===== src/rtl/mem_port_arbiter.sv =====
// Arbitrates one fixed-latency single-ported memory between the fetch (I) and memory-stage (D) ports.
// Define ARB_STATS_EN to add saturating grant/conflict statistics outputs.
module mem_port_arbiter #(
   parameter int unsigned MEM_LAT    = 2,
   parameter int unsigned STARVE_MAX = 4
) (
   input  logic        CLK,
   input  logic        RST_N,
   input  logic        I_REQ,
   input  logic [15:0] I_ADDR,
   output logic        I_ACK,
   output logic [31:0] I_RDATA,
   input  logic        D_REQ,
   input  logic        D_WE,
   input  logic [15:0] D_ADDR,
   input  logic [31:0] D_WDATA,
   input  logic [1:0]  D_SIZE,
   input  logic        D_SIGNED,
   output logic        D_ACK,
   output logic [31:0] D_RDATA,
   output logic        MEM_EN,
   output logic        MEM_WE,
   output logic [15:0] MEM_ADDR,
   output logic [31:0] MEM_WDATA,
   output logic [1:0]  MEM_SIZE,
   output logic        MEM_SIGNED,
   input  logic [31:0] MEM_RDATA,
   output logic        BUSY
`ifdef ARB_STATS_EN
   ,
   output logic [15:0] STAT_I_GNT,
   output logic [15:0] STAT_D_GNT,
   output logic [15:0] STAT_CONFL
`endif
);

   typedef enum logic [1:0] {IDLE, WAIT, DONE} state_t;

   state_t      state;
   logic [3:0]  cnt;
   logic [2:0]  starve_cnt;
   logic        win_d;
   logic        grant_d;

   // D has priority unless fetch has been passed over STARVE_MAX times in a row
   always_comb begin
      grant_d = D_REQ && !(I_REQ && (starve_cnt == 3'(STARVE_MAX)));
   end

   always_ff @(posedge CLK or negedge RST_N) begin
      if (!RST_N) begin
         state      <= IDLE;
         cnt        <= '0;
         starve_cnt <= '0;
         win_d      <= 1'b0;
         I_ACK      <= 1'b0;
         I_RDATA    <= '0;
         D_ACK      <= 1'b0;
         D_RDATA    <= '0;
         MEM_EN     <= 1'b0;
         MEM_WE     <= 1'b0;
         MEM_ADDR   <= '0;
         MEM_WDATA  <= '0;
         MEM_SIZE   <= '0;
         MEM_SIGNED <= 1'b0;
         BUSY       <= 1'b0;
      end else begin
         MEM_EN <= 1'b0;
         case (state)
            IDLE: begin
               if (I_REQ || D_REQ) begin
                  state  <= WAIT;
                  BUSY   <= 1'b1;
                  MEM_EN <= 1'b1;
                  cnt    <= 4'(MEM_LAT - 1);
                  win_d  <= grant_d;
                  if (grant_d) begin
                     MEM_WE     <= D_WE;
                     MEM_ADDR   <= D_ADDR;
                     MEM_WDATA  <= D_WDATA;
                     MEM_SIZE   <= D_SIZE;
                     MEM_SIGNED <= D_SIGNED;
                     if (!I_REQ)
                        starve_cnt <= '0;
                     else if (starve_cnt != 3'd7)
                        starve_cnt <= starve_cnt + 3'd1;
                  end else begin
                     MEM_WE     <= 1'b0;
                     MEM_ADDR   <= I_ADDR;
                     MEM_SIZE   <= 2'd2;
                     MEM_SIGNED <= 1'b0;
                     starve_cnt <= '0;
                  end
               end
            end
            WAIT: begin
               if (cnt == 4'd0) begin
                  state <= DONE;
                  if (win_d) begin
                     D_ACK <= 1'b1;
                     if (!MEM_WE)
                        D_RDATA <= MEM_RDATA;
                  end else begin
                     I_ACK   <= 1'b1;
                     I_RDATA <= MEM_RDATA;
                  end
               end else begin
                  cnt <= cnt - 4'd1;
               end
            end
            DONE: begin
               state <= IDLE;
               I_ACK <= 1'b0;
               D_ACK <= 1'b0;
               BUSY  <= 1'b0;
            end
            default: state <= IDLE;
         endcase
      end
   end

`ifdef ARB_STATS_EN
   logic gnt_fire;

   always_comb begin
      gnt_fire = (state == IDLE) && (I_REQ || D_REQ);
   end

   always_ff @(posedge CLK or negedge RST_N) begin
      if (!RST_N) begin
         STAT_I_GNT <= '0;
         STAT_D_GNT <= '0;
         STAT_CONFL <= '0;
      end else if (gnt_fire) begin
         if (grant_d && (STAT_D_GNT != '1))
            STAT_D_GNT <= STAT_D_GNT + 16'd1;
         if (!grant_d && (STAT_I_GNT != '1))
            STAT_I_GNT <= STAT_I_GNT + 16'd1;
         if (I_REQ && D_REQ && (STAT_CONFL != '1))
            STAT_CONFL <= STAT_CONFL + 16'd1;
      end
   end
`endif

endmodule

===== config.mk =====
export PLATFORM = sky130hd
export DESIGN_NAME = mem_port_arbiter
export DESIGN_NICKNAME = d
export VERILOG_FILES = /design/src/rtl/mem_port_arbiter.sv
export SDC_FILE = /design/constraint.sdc
export NUM_CORES = 1
export LEC_CHECK = 0
export BUFFER_PORTS_ARGS = -buffer_cell sky130_fd_sc_hd__buf_2
export CORE_MARGIN = 2
export CORE_UTILIZATION = 50
export CTS_BUF_LIST = sky130_fd_sc_hd__clkbuf_2 sky130_fd_sc_hd__clkbuf_4 sky130_fd_sc_hd__clkbuf_8
export DETAILED_ROUTE_END_ITERATION = 7
export PLACE_DENSITY = 0.82
export SYNTH_ARGS = -nofsm -noshare
export SYNTH_HDL_FRONTEND = slang
export SYNTH_SLANG_ARGS = --single-unit

===== constraint.sdc =====
create_clock -name CLK -period 2.21 [get_ports CLK]
set_input_delay 0.221 -clock CLK [delete_from_list [all_inputs] [get_ports CLK]]
set_output_delay 0.221 -clock CLK [all_outputs]
set_load 0.05 [all_outputs]

==> out/results.tsv, run 1 <==
metric	value	unit
drt-total-wl	13100	microns
dr.pass1.iters	4	
pin_count	224	
vias	3966	
cp_data_required_time	2530	ps
cp-start-kind	flip-flop	
grt-ovfl-total	0	
grt_max_degree	51	
drive_gt1_share	56.3	%
hold_path.class	in2reg	
period_share	82.1	%
fmaxAchievable	551	MHz
via_per_inst	5.01	
core_area	10400	sq um
grt_use_total	23.0	%
grt_pass1_vias	4002	
num_rows	37	
min_period	1810	ps
hpwl	8800	microns
drv_slew	0	
synth_ff_type	dfrtp_1	
clk_pin_slew	80	ps
ys_seq_area_share	60.5	%
finalNonFillerCells	792	
synth_most_common_cell	dfrtp_1	
wl_per_cell	16.6	microns
rsz0062_at_grt	no	
yosys_warnings	0	
cap_violations	0	
netlist_top_cells_count	dfrtp_1, mux2_4, mux2_2, a21oi_1, nand2_1	
whs	23.3	ps
crit_path_max_fanout	33	
synth_edf_count	0	
clockBufferDepth	2	
netlist_instances	362	
max-slew-margin-rel	56.1	%
h-tree-depth	4	
synthesis.nets	471	
outcome	finished, final reports clean	
synth_seq_cells	130	
cts_made_buffers	17	
postCtsSetupRepairBufs	0	
clock_sinks	130	
insertion_delay	440	ps
dp_cells	713	
finalWeightedCongestion	0.760	
ant_nets	0	
avgSynthCellArea	14.9	sq um
setup-violations-final	0	
grt_pass1_wl	20300	microns
netlist_top_cells_area	dfrtp_1, mux2_4, mux2_2	
dr.first_iter.drc_count	198	
io_buffers	223	
path_class	reg2reg	
synth_area_leader_cell	dfrtp_1	
tns	0	ps
yosysUniqueCellTypes	29	
synth_area	5380	sq um
fin_skew	9.36	ps
synthArstFlopShare	100	%
area_growth_syn_to_layout	40.6	%
worst_pin_slew	658	ps
dieArea	11600	sq um
root_buffer	clkbuf_8	
layout.nets	752	
die_w	108	microns
drc	0	
antenna_found_initial	0	
worstSetupEndpointType	flip-flop	
die_h	108	microns
yosysTopAreaCellShare	60.5	%
cts_tree	yes	
ctsResizeCount	0	
n_antenna_cell	0	
crit_arrival	2140	ps
final_hold_viol_count	0	
initial_core_util	51.8	%
## metrics by stage
stage	utilization, %	cell area (sq um)	worst slack, ps
after floorplan	-	5380	314
after global placement	64.2	6660	453
after detailed placement	64.2	6660	387
after CTS	72.2	7490	374
after global routing	72.9	7560	302
final	72.9	7560	396
## layout by cell type, fill, tap and decap left out, types with 2 or more instances in the layout
master / synthesis / final
a21oi_1: 34 / 34
a22o_1: 6 / 6
buf_12: 3 / 5
buf_2: 4 / 222
buf_4: 0 / 5
bufinv_16: 0 / 3
clkbuf_8: 0 / 17
clkinvlp_4: 0 / 3
dfrtp_1: 130 / 130
dlygate4sd3_1: 0 / 47
ha_1: 5 / 5
inv_1: 7 / 7
inv_6: 0 / 6
inv_8: 0 / 2
mux2_2: 39 / 39
mux2_4: 59 / 59
mux2i_1: 2 / 2
nand2_1: 27 / 27
nand3_1: 2 / 2
nor2_1: 19 / 19
nor3_1: 3 / 3
## layer usage
| layer | part of all wire (%) | GRT usage, % | vias to the layer above |
|---|---|---|---|
| li1 | - | - | 1816 |
| met1 | 40 | 27.3 | 1953 |
| met2 | 51 | 39.4 | 180 |
| met3 | 7.2 | 6.60 | 17 |
| met4 | 1.7 | 8.70 | 0 |
| met5 | 0 | 0 | - |
## worst paths after layout
| kind | startpoint | to | slack, ps | cells past startpoint |
|---|---|---|---|---|
| worst max-delay path | cnt[0] | I_RDATA[11] | 400 | 6 |
| worst min-delay path | MEM_RDATA[1] | I_RDATA[1] | 20 | 2 |
| worst max register to register | cnt[0] | I_RDATA[11] | 400 | 6 |
| worst min register to register | BUSY | BUSY | 500 | 2 |
| max in group asynchronous | RST_N | win_d | 1220 | 3 |
| min in group asynchronous | RST_N | D_RDATA[19] | 350 | 2 |
## critical path: stages (launching register included)
cell and delay [ps]:
dfrtp_1 410, inv_1 100, ha_1 170, nor4b_4 350
nand2b_2 120, buf_12 210, mux2_4 330
## cell type report
class,count,area (sq um)
multi-input combinational,208,1960
timing repair buffer,279,1720
sequential,130,3250
clock buffer,17,234
tap,136,170
inverter,7,26.3
clock inverter,15,196
fill,702,2810
## flip-flops by register name (all words and copies together) (netlist names)
register / flops
I_ACK: 1
state: 2
MEM_WE: 1
cnt: 4
D_ACK: 1
D_RDATA: 32
MEM_WDATA: 32
MEM_EN: 1
MEM_ADDR: 16
MEM_SIGNED: 1
BUSY: 1
starve_cnt: 3
MEM_SIZE: 2
win_d: 1
I_RDATA: 32
## timing repair
action | in CTS | in global routing
endpoints found under the setup margin | 0 | 0
hold endpoints to repair | 86 | 7
hold buffers | 40 | 7
## cells by family after synthesis
family / after synthesis / synth area share [%]
fa+ha+maj: 5 / 1.16
compound gates: 44 / 4.63
mux: 100 / 25.0
flops: 130 / 60.5
simple gates: 59 / 5.45
buf+inv: 24 / 3.23
Power of run 1 is not shown: default switching activity piles up to over one toggle a cycle in this logic, so the estimate is an artifact.
==> inputs of run 2 (changes only) <==
- clock period: 2.21 -> 1.8 ns (I/O delays scaled with it)
==> out/results.tsv, run 2 (same netlist as run 1, synthesis figures left out) <==
metric	value	unit	change
cts_tree	yes		unchanged
final_common_cell	buf_2		unchanged
top_regs	D_RDATA x32, I_RDATA x32, MEM_WDATA x32		unchanged
hold_path.class	in2reg		unchanged
pin_count	224		unchanged
setup-violations-final	0		unchanged
drc	0		unchanged
initial_core_util	51.8	%	unchanged
cp_cell_sequence	nand2b_4 > nor4b_4 > buf_4 > nand3b_4 > clkbuf_16 > mux2_4		was inv_1 > ha_1 > nor4b_4 > nand2b_2 > buf_12 > mux2_4
ir_drop	1600	uV	
cp-start-kind	flip-flop		unchanged
max-slew-margin-rel	66.1	%	was 56.1%
multi_input_area	2000	sq um	was 1960 sq um
area_growth_syn_to_layout	53.7	%	was 40.6%
worstSetupEndpointType	flip-flop		unchanged
antenna_found_initial	1		was 0
drt-total-wl	16200	microns	was 13100 microns
crit_arrival	2080	ps	was 2140 ps
min_from	I_ADDR[10]		was MEM_RDATA[1]
h-tree-depth	4		unchanged
num_rows	37		unchanged
period_share	97.9	%	was 82.1%
dieArea	11600	sq um	unchanged
min_period	1760	ps	was 1810 ps
wl_per_cell	19.0	microns	was 16.6 microns
grt_max_degree	57		was 51
vias	4378		was 3966
dr.pass1.iters	4		unchanged
worst_pin_slew	509	ps	was 658 ps
crit_slowest_cell	dfrtp_1		unchanged
grt_pass1_wl	22700	microns	was 20300 microns
final_util	79.7	%	was 72.9%
outcome	finished, final reports clean		unchanged
cap_violations	0		unchanged
p_per_area	2250	nW/um^2	
clk_pin_slew	80	ps	about the same
clockBufferDepth	2		unchanged
leakagePower	4.22	nW	
dr.first_iter.drc_count	286		was 198
filler_cell_count	614		was 702
tns	0	ps	unchanged
via_per_inst	5.14		was 5.01
fin_skew	19.0	ps	was 9.36 ps
place_ws	15.3	ps	was 387 ps
max_stage_delay	400	ps	was 410 ps
critPathLaunch	state[1]		was cnt[0]
fin_ws	37.5	ps	was 396 ps
drv_slew	0		unchanged
cp_data_required_time	2120	ps	was 2530 ps
hpwl	8880	microns	was 8800 microns
fmaxAchievable	567	MHz	was 551 MHz
insertion_delay	440	ps	about the same
final_hold_viol_count	0		unchanged
core_area	10400	sq um	unchanged
ant_nets	0		unchanged
drive_gt1_share	56.0	%	was 56.3%
clock_sinks	130		unchanged
report.power.total	18.6	mW	
die_w	108	microns	unchanged
crit_path_max_fanout	8		was 33
regArea	3250	sq um	unchanged
grt_pass1_vias	4508		was 4002
grt-ovfl-total	0		unchanged
r2r-start	state[1]		was cnt[0]
layout_common_cells	buf_2, dfrtp_1, dlygate4sd3_1		was buf_2, dfrtp_1, mux2_4
die_h	108	microns	unchanged
grt_use_total	25.5	%	was 23.0%
layout.nets	810		was 752
rsz0062_at_grt	yes		was no
io_buffers	223		unchanged
final_area	8260	sq um	was 7560 sq um
path_class	reg2reg		unchanged
cts_made_buffers	17		unchanged
place_area	6700	sq um	was 6660 sq um
root_buffer	clkbuf_8		unchanged
finalWeightedCongestion	0.750		was 0.760
[run 2: changes by cell type in the layout (fill, tap and decap cells not counted), sizes merged]
cell / previous run / this run
buf: 232 / 249
bufinv: 3 / 2
clkbuf: 17 / 27
clkinv: 1 / 2
clkinvlp: 3 / 6
diode: 0 / 2
dlygate4sd3: 47 / 82
inv: 15 / 8
[run 2: layout make-up]
cell class	count	share of cell area (%)
Clock buffer	21	3.50
Timing Repair Buffer	337	28.9
Tap cell	136	2.06
Inverter	7	0.318
Multi-Input combinational cell	208	24.3
Antenna cell	2	0.0606
Sequential cell	130	39.4
Clock inverter	11	1.54
[run 2: timing repair]
action | 4_1_cts | 5_1_grt
pin swaps | 0 | 1
endpoints found under the setup margin | 1 | 71
cloned | 0 | 11
setup buffers | 1 | 6
hold buffers | 82 | 0
endpoints found under the hold margin | 144 | 0
gates resized for setup | 0 | 13
[run 2: power breakdown]
part           internal, mW  switching, mW  total [mW]
Sequential             4.40          0.959        5.36
Combinational          3.56           7.13        10.7
Clock                  1.38           1.19        2.57
[run 2: layer usage]
metal  up-vias  share of wire, %  global-route usage (%)
met5         -                 0                       0
li1       1932                 -                       -
met2       221                53                    46.0
met3        40               7.0                    6.78
met1      2185                37                    27.7
met4         0               3.1                    12.2
[run 2: path summary, 6_finish.rpt]
kind / to / slack, ps / depth (start not counted)
max: D_RDATA[16] / 40 / 6
min: MEM_ADDR[10] / 30 / 3
max reg2reg: D_RDATA[16] / 40 / 6
min reg2reg: BUSY / 500 / 2
max in group asynchronous: D_RDATA[27] / 840 / 3
min in group asynchronous: MEM_WDATA[21] / 300 / 2
[run 2: worst max-delay path, delay by kind of cell, from the launching register on]
family	cells	cell delay [ps]
muxes	1	310
buffers and inverters	2	400
DFF	1	400
and+or+nand+nor	3	550
[run 2: stage by stage]
step,hold slack [ps],std cells
after detailed placement,187,718
final,27.8,852
after floorplan,-116,362
after CTS,3.04,833
after global placement,171,718
after global routing,12.3,851
Note: power is estimated with default switching activity, not from simulation.
